## src/rtl/led_scan_pkg.sv

```systemverilog
// led_scan_pkg -- shared constants and types for the LED scan controller.
//   NUM_DIGITS : digits held in the count buffer and scanned by the display
//   BLANK_CODE : digit code the display driver renders as an unlit digit
//   bcd_t      : one BCD digit (codes above 9 may be loaded and are kept raw)
//   state_e    : control FSM states
package led_scan_pkg;

    localparam int          NUM_DIGITS = 8;
    localparam logic [3:0]  BLANK_CODE = 4'hF;

    typedef logic [3:0] bcd_t;

    typedef enum logic {
        ST_IDLE = 1'b0,
        ST_INC  = 1'b1
    } state_e;

endpackage

```

## src/rtl/led_scan_tick.sv

```systemverilog
// led_scan_tick -- scan prescaler and digit pointer.
//   clk, rst_n : system clock, asynchronous active-low reset
//   tick       : high during the prescaler terminal cycle (count == CLK_DIV-1)
//   ptr        : digit position to present on the next display strobe
// The pointer advances on every terminal cycle, so the position sampled in a
// terminal cycle is the one shown by the strobe that follows it.
module led_scan_tick
    import led_scan_pkg::*;
#(
    parameter int CLK_DIV = 50000
) (
    input  logic       clk,
    input  logic       rst_n,
    output logic       tick,
    output logic [2:0] ptr
);

    localparam int PW = (CLK_DIV > 2) ? $clog2(CLK_DIV) : 1;
    localparam logic [PW-1:0] LAST = PW'(CLK_DIV - 1);

    logic [PW-1:0] pre_q, pre_d;
    logic [2:0]    ptr_q, ptr_d;

    always_comb begin
        tick  = (pre_q == LAST);
        pre_d = tick ? '0 : pre_q + 1'b1;
        ptr_d = tick ? ptr_q + 3'd1 : ptr_q;
    end

    always_ff @(posedge clk or negedge rst_n) begin
        if (!rst_n) begin
            pre_q <= '0;
            ptr_q <= '0;
        end else begin
            pre_q <= pre_d;
            ptr_q <= ptr_d;
        end
    end

    assign ptr = ptr_q;

endmodule

```

## src/rtl/led_scan_ctrl.sv

```systemverilog
// led_scan_ctrl -- 8-digit BCD counter with multiplexed display scan.
//   clk, rst_n         : system clock, asynchronous active-low reset
//   inc                : one-cycle request to add one to the BCD count
//   wr_valid/wr_ready  : load handshake for wr_data (8 BCD digits, digit 0 LSBs)
//   count              : current count buffer
//   ovf                : one-cycle pulse when the count wraps 99999999 -> 0
//   enable, sidx, val  : display strobe, digit position and digit code
// Optional feature macro LED_SCAN_ZERO_BLANK_EN: leading zeros above the most
// significant nonzero digit are shown as BLANK_CODE (digit 0 is always shown).
// The increment ripples one digit per cycle in ST_INC; the scan keeps running
// meanwhile, so partially carried values can appear on the display.
module led_scan_ctrl
    import led_scan_pkg::*;
#(
    parameter int CLK_DIV = 50000
) (
    input  logic        clk,
    input  logic        rst_n,
    input  logic        inc,
    input  logic        wr_valid,
    input  logic [31:0] wr_data,
    output logic        wr_ready,
    output logic [31:0] count,
    output logic        ovf,
    output logic        enable,
    output logic [2:0]  sidx,
    output logic [3:0]  val
);

    state_e                       state_q, state_d;
    logic [NUM_DIGITS-1:0][3:0]   count_q, count_d;
    logic [2:0]                   k_q, k_d;
    logic                         pend_q, pend_d;
    logic                         enable_q, enable_d;
    logic [2:0]                   sidx_q, sidx_d;
    bcd_t                         val_q, val_d;

    logic       tick;
    logic [2:0] ptr;
    bcd_t       cur;
    bcd_t       scan_digit;

    led_scan_tick #(.CLK_DIV(CLK_DIV)) u_tick (
        .clk   (clk),
        .rst_n (rst_n),
        .tick  (tick),
        .ptr   (ptr)
    );

    // Control FSM: loads, increment start and digit-serial carry.
    always_comb begin
        state_d = state_q;
        count_d = count_q;
        k_d     = k_q;
        pend_d  = pend_q;
        ovf     = 1'b0;
        cur     = count_q[k_q];
        case (state_q)
            ST_IDLE: begin
                // A load takes priority; an inc in the same cycle is dropped.
                if (wr_valid) begin
                    count_d = wr_data;
                end else if (pend_q || inc) begin
                    k_d     = 3'd0;
                    pend_d  = 1'b0;
                    state_d = ST_INC;
                end
            end
            ST_INC: begin
                // Only one request is remembered while a carry is in flight.
                if (inc) pend_d = 1'b1;
                if (cur >= 4'd9) begin
                    count_d[k_q] = 4'd0;
                    if (k_q == 3'(NUM_DIGITS - 1)) begin
                        ovf     = 1'b1;
                        state_d = ST_IDLE;
                    end else begin
                        k_d = k_q + 3'd1;
                    end
                end else begin
                    count_d[k_q] = cur + 4'd1;
                    state_d      = ST_IDLE;
                end
            end
            default: state_d = ST_IDLE;
        endcase
    end

`ifdef LED_SCAN_ZERO_BLANK_EN
    // Blank a position when it and every digit above it are zero.
    logic nz;
    always_comb begin
        nz = 1'b0;
        for (int j = 0; j < NUM_DIGITS; j++) begin
            if (3'(j) >= ptr && count_q[j] != 4'd0) nz = 1'b1;
        end
        scan_digit = (ptr == 3'd0 || nz) ? count_q[ptr] : BLANK_CODE;
    end
`else
    always_comb begin
        scan_digit = count_q[ptr];
    end
`endif

    // Display strobe follows the terminal cycle; position/code captured then.
    always_comb begin
        enable_d = tick;
        sidx_d   = tick ? ptr : sidx_q;
        val_d    = tick ? scan_digit : val_q;
    end

    always_ff @(posedge clk or negedge rst_n) begin
        if (!rst_n) begin
            state_q  <= ST_IDLE;
            count_q  <= '0;
            k_q      <= '0;
            pend_q   <= 1'b0;
            enable_q <= 1'b0;
            sidx_q   <= '0;
            val_q    <= '0;
        end else begin
            state_q  <= state_d;
            count_q  <= count_d;
            k_q      <= k_d;
            pend_q   <= pend_d;
            enable_q <= enable_d;
            sidx_q   <= sidx_d;
            val_q    <= val_d;
        end
    end

    assign wr_ready = (state_q == ST_IDLE);
    assign count    = count_q;
    assign enable   = enable_q;
    assign sidx     = sidx_q;
    assign val      = val_q;

endmodule

```

## config.mk

```make
export PLATFORM = sky130hd
export DESIGN_NAME = led_scan_ctrl
export DESIGN_NICKNAME = d
export VERILOG_FILES = /design/src/rtl/led_scan_pkg.sv /design/src/rtl/led_scan_tick.sv /design/src/rtl/led_scan_ctrl.sv
export SDC_FILE = /design/constraint.sdc
export NUM_CORES = 1
export LEC_CHECK = 0
export ABC_AREA = 1
export BUFFER_PORTS_ARGS = -buffer_cell sky130_fd_sc_hd__buf_2
export CORE_UTILIZATION = 61
export CTS_BUF_LIST = sky130_fd_sc_hd__clkbuf_4
export CTS_CLUSTER_SIZE = 14
export DETAILED_ROUTE_END_ITERATION = 10
export GPL_ROUTABILITY_DRIVEN = 1
export MAX_ROUTING_LAYER = met4
export PLACE_DENSITY_LB_ADDON = 0.25
export SETUP_SLACK_MARGIN = 0.15
export SYNTH_ARGS = -nofsm -noshare
export SYNTH_HDL_FRONTEND = slang
export SYNTH_SLANG_ARGS = --single-unit
```

## constraint.sdc

```tcl
create_clock -name clk -period 4.6 [get_ports clk]
set_input_delay 0.23 -clock clk [delete_from_list [all_inputs] [get_ports clk]]
set_output_delay 0.23 -clock clk [all_outputs]
set_load 0.05 [all_outputs]
```

==> impl_metrics.csv, run 1 <==
group,metric,value,unit
run_status,status,"complete, no violations",
layout,synthToLayoutAreaGrowth,11.3,%
cts,tritoncts.num_buffers,9,
worst_setup_path,start_kind,"flop",
yosys,synth_area_leader_cell,"dfrtp_1",
layout,nets,801,
die,floorplan_die_width,89.3,um
drt,detail_route.wl_per_cell,14.7,um
timing,finalCritPeriodShare,75.6,%
placement,port_buffers,77,
layout,nFillCells,645,
cts,post_cts_resize_count,0,
cts,cts.sinks,64,
cts,clk_pin_slew,0.13,ns
yosys,synth_top_cells_by_area,"dfrtp_1, nand2_1, nand3_1",
drt,route.detailed.vias_per_inst,5.58,
cts,clk_root_buffer_cell,"clkbuf_4",
timing,hold_fails_final_rpt,0,
cts,cts-root-to-sink-buffers,2,
die,core_area,7290,um2
layout,area_taken_by_multi_input_logic_gates,2590,um2
drt,drt_drc,0,
layout,num_antenna_cells,0,
grt,largest_net_degree_at_the_start_of_global_routing,77,
die,rows,31,
drt,wirelength,12700,um
grt,global_router_s_overall_resource_usage,34.7,%
worst_setup_path,ff2ff_setup_slack,1.35,ns
yosys,synth_cell_types,34,
layout,regArea,1600,um2
worst_setup_path,timing.critical_path.arrival,3.25,ns
worst_setup_path,crit_slowest_cell,"dfrtp_1",
cts,clock_tree_from_tritoncts,"built",
yosys,ys_seq_elements,64,
yosys,mappedNetlistNets,736,
grt,grt_pass1_vias,4173,
timing,max_freq,288,MHz
die,starting_density,63.7,%
cts,clock_latency,0.44,ns
yosys,synth-seq-area-share,34.5,%
grt,overflow,0,
power_and_ir_drop,power.total,3.86,mW
placement,detailedPlace.worstSlack,1.43,ns
drt,drt_pass1_iterations,5,
timing,relSlewSlack,39.4,%
grt,wire_length_of_the_first_global_routing_pass,20200,um
placement,placed_cell_areas,5020,um2
cts,post_cts_setup_inserts,0,
timing,fin_worst_hold_slack,0.0205,ns
timing,totalNegativeSetupSlack,0,ns
timing,fin_skew,0.0244,ns
power_and_ir_drop,total_leakage_power,2.69,nW
worst_setup_path,cpLargestDelayFamily,"simple AND/OR/NAND/NOR gates",
cts,ctsHoldBuffers,1,
yosys,synth-warning-count,0,
timing,grt_setup_unrepaired,"no",
timing,postLayoutSetupSlackWorst,1.12,ns
drt,detail-route-antenna-nets,0,
timing,timing.final.crit_period,3.48,ns
power_and_ir_drop,power_density,746,nW/um2
placement,gp_congestion,0.964,
die,fp.dieArea,7970,um2
worst_setup_path,endpoint_kind,"primary output",
layout,final_design_area_no_fill,5170,um2
worst_setup_path,worstPathBufferInverterCount,3,
power_and_ir_drop,ir_drop,0.702,mV
cts,htreeDepth,3,
die,die_height,89.3,um
placement,place_inst,845,
yosys,synthCells,693,
timing,final-setup-viol-count,0,
job,cap_viol_max_count,0,
yosys,syn_area,4650,um2
worst_setup_path,worst_ep_required,4.37,ns
die,ios,78,
timing,worstMarginPinSlew,0.903,ns
grt,antenna_found_initial,0,
worst_setup_path,worst_path_largest_cell_delay,0.51,ns
timing,max_slew_violation_count,0,
layout,final_layout_size_suffix_gt1_share,19.5,%
drt,routed-via-count,4809,
layout,finalNonFillerCells,862,
layout,share_of_the_core_filled_with_cells,70.9,%
drt,drt_iter0_markers,459,
worst_setup_path,worstPathMaxFanout,41,
worst_setup_path,cp_cell_sequence,"inv_2, nand2_1, nand3_1, nand2_1, nor2_4, ha_1, inv_1, nor2_1, nand2_4, nand2_4, nor3_1, buf_2",
yosys,synth_largest_type_area_fraction,34.5,%
yosys,mean_post_synth_cell_area,6.70,um2
placement,place.detailed.hpwl,9130,um
hold_path,hold_path.class,"in -> reg",
worst_setup_path,critical_path_class,"reg -> out",
==> cell usage after synthesis <==
| cell | n |
|---|---|
| a21oi_1 | 26 |
| a31oi_1 | 1 |
| buf_1 | 1 |
| buf_12 | 1 |
| buf_2 | 10 |
| buf_4 | 1 |
| buf_6 | 3 |
| clkbuf_1 | 11 |
| clkinv_1 | 4 |
| dfrtp_1 | 64 |
| ha_1 | 7 |
| inv_1 | 68 |
| inv_2 | 8 |
| nand2_1 | 193 |
| nand2_2 | 11 |
| nand2_4 | 3 |
| nand3_1 | 74 |
| nand3_2 | 2 |
| nand3_4 | 7 |
| nand4_1 | 23 |
| nand4_2 | 1 |
| nor2_1 | 72 |
| nor2_2 | 2 |
| nor2_4 | 3 |
| nor3_1 | 14 |
| nor3b_1 | 1 |
| nor4_1 | 5 |
| o21a_1 | 1 |
| o21ai_0 | 42 |
| o21ai_1 | 7 |
| o22ai_1 | 3 |
| or2_2 | 16 |
| xnor2_1 | 3 |
| xor2_1 | 5 |
==> final cells by class <==
type	count	area share [%]
Sequential cell	64	31.0
Multi-Input combinational cell	522	50.0
Clock buffer	9	1.31
Clock inverter	7	1.38
Timing Repair Buffer	81	8.08
Tap cell	99	2.40
Inverter	80	5.81
==> worst paths after layout <==
| kind | start | to | cells after the start |
|---|---|---|---|
| max in group asynchronous | rst_n | state_q$_DFF_PN0_ | 3 |
| min | wr_valid | pend_q$_DFFE_PN0P_ | 3 |
| min in group asynchronous | rst_n | k_q[1]$_DFFE_PN0P_ | 3 |
| max | k_q[0]$_DFFE_PN0P_ | ovf | 12 |
| min reg2reg | val[1]$_DFFE_PN0P_ | val[1]$_DFFE_PN0P_ | 2 |
| max reg2reg | k_q[0]$_DFFE_PN0P_ | count[29]$_DFFE_PN0P_ | 15 |
==> sequential cells by signal (all words and copies together) (netlist names) <==
| register | cells |
|---|---|
| val | 4 |
| u_tick.ptr | 3 |
| count | 32 |
| pend_q | 1 |
| sidx | 3 |
| enable | 1 |
| u_tick.pre_q | 16 |
| k_q | 3 |
| state_q | 1 |
==> per-layer routing <==
layer,GRT usage [%],share of wire [%]
met2,53.1,46
met5,-,0
met4,15.0,3.3
met1,45.7,44
met3,5.45,7.5
==> layout by cell type (no fill, tap or decap), drive strengths merged <==
| cell type | synthesis | layout |
|---|---|---|
| o21ai | 49 | 49 |
| a21oi | 26 | 26 |
| inv | 76 | 77 |
| xor2 | 5 | 5 |
| ha | 7 | 7 |
| xnor2 | 3 | 3 |
| clkinv | 4 | 7 |
| nand2 | 207 | 207 |
| o22ai | 3 | 3 |
| nor3b | 1 | 1 |
| a31oi | 1 | 1 |
| bufinv | 0 | 1 |
| buf | 16 | 80 |
| nor3 | 14 | 14 |
| nor4 | 5 | 5 |
| dlygate4sd3 | 0 | 1 |
| dfrtp | 64 | 64 |
| nand3 | 83 | 83 |
| clkbuf | 11 | 9 |
| or2 | 16 | 16 |
| o21a | 1 | 1 |
| nand4 | 24 | 24 |
| nor2 | 77 | 77 |
| clkinvlp | 0 | 2 |
==> cells by family after synthesis <==
family                   Yosys count  share of synthesized area, %
AO/OA/AOI/OAI                     80                          8.78
XOR/XNOR                           8                          1.51
adder cells (fa/ha/maj)            7                          1.89
buffers and inverters            107                          9.83
flip-flops                        64                          34.5
AND/OR/NAND/NOR                  427                          43.5
==> power breakdown <==
group / switching, mW / internal (mW)
Sequential: 0.269 / 0.725
Combinational: 1.83 / 0.643
Clock: 0.223 / 0.165
==> worst reg2reg max path, stage by stage (launching register included) <==
cell and delay [ns]:
dfrtp_1 0.51, inv_2 0.30, nand2_1 0.10, nand3_1 0.09
nand2_1 0.10, nor2_4 0.27, ha_1 0.20, inv_1 0.04
nor2_1 0.16, nand2_4 0.23, nand2_4 0.48, nand3_1 0.19
nand2_1 0.20, inv_1 0.10, nand3_1 0.10, nand2_1 0.06
(Power assumes the default switching activity.)
==> run 2, diff against run 1 <==
--- a/config.mk
+++ b/config.mk
@@ -7,7 +7,7 @@
 export LEC_CHECK = 0
 export ABC_AREA = 1
 export BUFFER_PORTS_ARGS = -buffer_cell sky130_fd_sc_hd__buf_2
-export CORE_UTILIZATION = 61
+export CORE_UTILIZATION = 59
 export CTS_BUF_LIST = sky130_fd_sc_hd__clkbuf_4
 export CTS_CLUSTER_SIZE = 14
 export DETAILED_ROUTE_END_ITERATION = 10
==> constraint.sdc (replaced) <==
create_clock -name clk -period 3.5 [get_ports clk]
set_input_delay 0.175 -clock clk [delete_from_list [all_inputs] [get_ports clk]]
set_output_delay 0.175 -clock clk [all_outputs]
set_load 0.05 [all_outputs]
==> run 2 against run 1 <==
Compared with the run above: flip-flop and latch count stayed put; non-clock buffer count increased by 4; worst setup slack got worse by 0.72 ns; global-route usage fell by 0.36 points; critical path type unchanged; die area increased by 3.3%; largest power group unchanged; routed wire length grew 5.0%.
==> impl_metrics.csv, run 2 (synthesis gave the netlist of run 1 again) <==
group,metric,value,unit
layout,largest_reg_flops,32,
power_and_ir_drop,power_density,990,nW/um2
hold_path,hold_path.class,"in -> reg",
layout,final_layout_size_suffix_gt1_share,19.8,%
cts,cts-root-to-sink-buffers,2,
worst_setup_path,critical_path_class,"reg -> out",
timing,fin_skew,0.0134,ns
drt,wirelength,13300,um
drt,routed-via-count,4930,
drt,drt_drc,0,
grt,overflow,0,
timing,fin_worst_hold_slack,0.00804,ns
cts,cts.sinks,64,
die,starting_density,62.4,%
cts,clock_latency,0.43,ns
worst_setup_path,timing.critical_path.mode_cell,"nor2_1",
layout,nets,805,
cts,clock_tree_from_tritoncts,"built",
grt,grt_pass1_vias,4498,
worst_setup_path,worst_path_largest_cell_delay,0.52,ns
grt,wire_length_of_the_first_global_routing_pass,21700,um
cts,tritoncts.num_buffers,9,
timing,totalNegativeSetupSlack,0,ns
timing,finalCritPeriodShare,88.6,%
layout,commonest_cells_after_routing_fill_and_taps_aside,"nand2_1, buf_2, nand3_1",
drt,drt_iter0_markers,339,
die,fp.dieArea,8230,um2
worst_setup_path,crit_slowest_cell,"dfrtp_1",
run_status,status,"complete, no violations",
cts,clk_pin_slew,0.11,ns
worst_setup_path,endpoint_kind,"primary output",
placement,port_buffers,77,
die,rows,31,
layout,num_antenna_cells,0,
die,die_height,90.7,um
grt,antenna_found_initial,0,
power_and_ir_drop,total_leakage_power,2.71,nW
layout,final_common_cell,"nand2_1",
grt,largest_net_degree_at_the_start_of_global_routing,77,
timing,final-setup-viol-count,0,
timing,grt_setup_unrepaired,"no",
worst_setup_path,timing.critical_path.arrival,2.93,ns
drt,detail-route-antenna-nets,0,
worst_setup_path,worstPathBufferInverterCount,4,
grt,global_router_s_overall_resource_usage,34.4,%
drt,route.detailed.vias_per_inst,5.70,
drt,drt_pass1_iterations,5,
job,cap_viol_max_count,0,
placement,gp_congestion,0.921,
drt,detail_route.wl_per_cell,15.4,um
die,floorplan_die_width,90.7,um
worst_setup_path,worstPathMaxFanout,32,
cts,clk_root_buffer_cell,"clkbuf_4",
timing,hold_fails_final_rpt,0,
cts,post_cts_setup_inserts,0,
timing,max_slew_violation_count,0,
die,ios,78,
worst_setup_path,cpLargestDelayFamily,"simple AND/OR/NAND/NOR gates",
timing,max_freq,323,MHz
power_and_ir_drop,ir_drop,0.750,mV
timing,timing.final.crit_period,3.10,ns
placement,place.detailed.hpwl,9670,um
layout,synthToLayoutAreaGrowth,12.0,%
worst_setup_path,cp_cell_sequence,"inv_2, nor2_4, nand2_1, nor2_1, nor2_1, nand2_2, inv_1, ha_1, inv_1, nor2_1, nand2_4, nand2_8, nor3_1, buf_2",
timing,relSlewSlack,36.0,%
timing,worstMarginPinSlew,0.959,ns
die,core_area,7450,um2
cts,htreeDepth,3,
worst_setup_path,start_kind,"flop",
worst_setup_path,worst_ep_required,3.32,ns
==> run 2: cell type report <==
| type | instances | area [um2] |
|---|---|---|
| Clock buffer | 11 | 82.6 |
| Clock inverter | 4 | 46.3 |
| Fill cell | 673 | 2240 |
| Multi-Input combinational cell | 522 | 2600 |
| Tap cell | 99 | 124 |
| Inverter | 80 | 300 |
| Sequential cell | 64 | 1600 |
| Timing Repair Buffer | 85 | 450 |
==> run 2: tightest hold or removal path: cells and delay by family <==
kind            cells  cell delay (ns)
compound gates      1             0.05
simple gates        1             0.08
buf+inv             1             0.10
==> run 2: metal layers <==
metal	share of wire [%]	wire length, um	track usage, %
met1	43	5750	45.0
met2	48	6350	54.7
met3	7.2	956	5.30
met4	1.7	229	10.9
met5	0	0	-
==> run 2: stage by stage <==
stage	util (%)	instance area [um2]	instances	power (mW)	setup slack, ns
after global routing	69.9	5200	865	5.49	0.210
after global placement	67.7	5040	848	4.49	0.609
after detailed placement	67.7	5040	848	4.56	0.495
after CTS	69.7	5190	865	5.07	0.273
after floorplan	-	4650	693	3.80	0.546
final	69.9	5200	865	5.15	0.400
==> run 2: power breakdown <==
| group | internal (mW) | switching, mW | total, mW |
|---|---|---|---|
| Clock | 0.227 | 0.275 | 0.502 |
| Sequential | 0.955 | 0.327 | 1.28 |
| Combinational | 0.894 | 2.47 | 3.37 |
| Total | 2.08 | 3.08 | 5.15 |
==> run 2: worst paths after layout <==
| check | startpoint | to | slack, ns | depth (start not counted) |
|---|---|---|---|---|
| min in group asynchronous | rst_n | k_q[2]$_DFFE_PN0P_ | 0.43 | 2 |
| max reg2reg | k_q[0]$_DFFE_PN0P_ | count[17]$_DFFE_PN0P_ | 0.59 | 16 |
| max in group asynchronous | rst_n | count[18]$_DFFE_PN0P_ | 2.31 | 3 |
| min reg2reg | u_tick.pre_q[0]$_DFF_PN0_ | u_tick.pre_q[0]$_DFF_PN0_ | 0.48 | 1 |
| max | k_q[2]$_DFFE_PN0P_ | ovf | 0.40 | 14 |
| min | inc | pend_q$_DFFE_PN0P_ | 0.008 | 3 |
==> run 2: what timing repair did <==
action / CTS / global route
setup endpoints to repair: 0 / 1
hold endpoints to repair: 40 / 0
hold buffers: 2 / 0
resized for setup: 0 / 2
==> run 3, diff against run 2 <==
--- a/config.mk
+++ b/config.mk
@@ -7,8 +7,7 @@
 export LEC_CHECK = 0
 export ABC_AREA = 1
 export BUFFER_PORTS_ARGS = -buffer_cell sky130_fd_sc_hd__buf_2
-export CORE_UTILIZATION = 59
-export CTS_BUF_LIST = sky130_fd_sc_hd__clkbuf_4
+export CORE_UTILIZATION = 57
 export CTS_CLUSTER_SIZE = 14
 export DETAILED_ROUTE_END_ITERATION = 10
 export GPL_ROUTABILITY_DRIVEN = 1
==> run 3 against run 2 <==
Compared with the run above: flip-flop and latch count unchanged; worst setup slack worse by 0.043 ns; global-route usage down 1.5 points; critical path depth down 2; routed wire length down 2.6%; clock skew down 0.0022 ns; die area up 3.4%; via count down 0.20%; combinational power down 2%; maximum frequency down 1.4%; sequential share of layout area down 0.61 points; design area up 1.9%.
==> impl_metrics.csv, run 3 (synthesis gave the netlist of run 1 again) <==
group,metric,value,unit
grt,largest_net_degree_at_the_start_of_global_routing,56,
worst_setup_path,crit_slowest_cell,"dfrtp_1",
timing,finalCritPeriodShare,89.8,%
placement,gp_congestion,0.947,
layout,largest_reg_flops,32,
layout,nFillCells,717,
cts,post_cts_setup_inserts,0,
timing,max_freq,318,MHz
timing,worstMarginPinSlew,0.803,ns
placement,placed_cell_areas,5040,um2
power_and_ir_drop,total_leakage_power,2.75,nW
timing,postLayoutSetupSlackWorst,0.357,ns
worst_setup_path,cp_cell_sequence,"inv_1, nor2_2, nand3_1, nand2_1, nor2_4, ha_1, inv_1, nor2_1, nand2_4, nand2_8, nor3_1, buf_2",
timing,relSlewSlack,46.5,%
placement,place_inst,850,
cts,tritoncts.num_buffers,9,
die,rows,32,
die,die_height,92.3,um
worst_setup_path,timing.critical_path.mode_cell,"inv_1",
timing,fin_skew,0.0112,ns
power_and_ir_drop,ir_drop,0.722,mV
timing,totalNegativeSetupSlack,0,ns
cts,clock_tree_from_tritoncts,"built",
die,starting_density,59.5,%
worst_setup_path,cpLargestDelayFamily,"simple AND/OR/NAND/NOR gates",
layout,final_layout_size_suffix_gt1_share,19.9,%
cts,clock_latency,0.35,ns
placement,place.detailed.hpwl,9390,um
drt,drt_drc,0,
worst_setup_path,worst_ep_required,3.32,ns
drt,routed-via-count,4920,
timing,final-setup-viol-count,0,
grt,overflow,0,
cts,clk_root_buffer_cell,"clkbuf_8",
cts,clk_pin_slew,0.08,ns
grt,antenna_found_initial,0,
layout,num_antenna_cells,0,
layout,final_design_area_no_fill,5300,um2
drt,drt_iter0_markers,293,
hold_path,hold-path-cell-count,3,
drt,detail_route.wl_per_cell,14.9,um
die,fp.dieArea,8520,um2
timing,max_slew_violation_count,0,
layout,commonest_cells_after_routing_fill_and_taps_aside,"nand2_1, buf_2, nand3_1",
cts,cts-root-to-sink-buffers,2,
worst_setup_path,start_kind,"flop",
worst_setup_path,reg2regPathDepth,16,
worst_setup_path,crit_cells,12,
layout,final_common_cell,"nand2_1",
timing,grt_setup_unrepaired,"no",
die,ios,78,
grt,wire_length_of_the_first_global_routing_pass,21100,um
grt,global_router_s_overall_resource_usage,32.8,%
placement,detailedPlace.worstSlack,0.457,ns
timing,fin_worst_hold_slack,0.0547,ns
drt,wirelength,13000,um
layout,nets,803,
worst_setup_path,critical_path_class,"reg -> out",
worst_setup_path,endpoint_kind,"primary output",
die,core_area,7810,um2
cts,htreeDepth,3,
worst_setup_path,worstPathBufferInverterCount,3,
cts,cts.sinks,64,
drt,detail-route-antenna-nets,0,
power_and_ir_drop,power_density,1020,nW/um2
grt,grt_pass1_vias,4375,
timing,timing.final.crit_period,3.14,ns
placement,port_buffers,77,
timing,hold_fails_final_rpt,0,
power_and_ir_drop,power.total,5.40,mW
layout,share_of_the_core_filled_with_cells,67.9,%
job,cap_viol_max_count,0,
drt,route.detailed.vias_per_inst,5.67,
worst_setup_path,timing.critical_path.arrival,2.97,ns
layout,synthToLayoutAreaGrowth,14.2,%
run_status,status,"complete, no violations",
worst_setup_path,worst_path_largest_cell_delay,0.59,ns
drt,drt_pass1_iterations,5,
hold_path,hold_path.class,"in -> reg",
worst_setup_path,worstPathMaxFanout,34,
die,floorplan_die_width,92.3,um
layout,finalNonFillerCells,867,
==> run 3: changes by cell type in the layout (fill, tap and decap cells not counted), sizes merged <==
cell | previous run | this run
bufinv | 1 | 3
clkbuf | 11 | 9
buf | 83 | 82
clkinv | 6 | 7
dlygate4sd3 | 2 | 1
==> run 3: path summary, 6_finish.rpt <==
path                                                 from                        end  slack [ns]
worst max-delay path                   k_q[1]$_DFFE_PN0P_                        ovf        0.36
worst min-delay path                             wr_valid         pend_q$_DFFE_PN0P_        0.05
worst max register to register         k_q[1]$_DFFE_PN0P_       count[5]$_DFFE_PN0P_        0.53
worst min register to register  u_tick.pre_q[0]$_DFF_PN0_  u_tick.pre_q[0]$_DFF_PN0_        0.47
max in group asynchronous                           rst_n      count[23]$_DFFE_PN0P_        2.14
min in group asynchronous                           rst_n  u_tick.pre_q[1]$_DFF_PN0_        0.44
==> run 3: worst min-delay path, delay by kind of cell <==
family	cells	cell delay, ns
buf+inv	1	0.10
compound gates	1	0.05
simple gates	1	0.05
==> run 3: repair_timing <==
action,4_1_cts,5_1_grt
resized for setup,0,1
hold buffers,1,0
endpoints found under the hold margin,32,0
setup endpoints to repair,0,3
==> run 3: layer usage <==
metal	wire length, um	vias to the layer above	track usage (%)
li1	-	2381	-
met1	5670	2290	42.0
met2	5970	214	50.6
met3	914	35	6.14
met4	401	0	15.1
met5	0	-	-
==> run 3: where the power goes <==
part           internal (mW)  switching (mW)
logic                  0.889            2.40
registers              0.955           0.374
clock network          0.474           0.314
==> run 3: layout make-up <==
class                           instances  area (um2)  share of cell area (%)
Timing Repair Buffer                   83         433                    8.16
Tap cell                              102         128                    2.41
Clock inverter                          7         120                    2.26
Sequential cell                        64        1600                    30.2
Clock buffer                            9         124                    2.34
Multi-Input combinational cell        522        2600                    49.0
Inverter                               80         300                    5.66
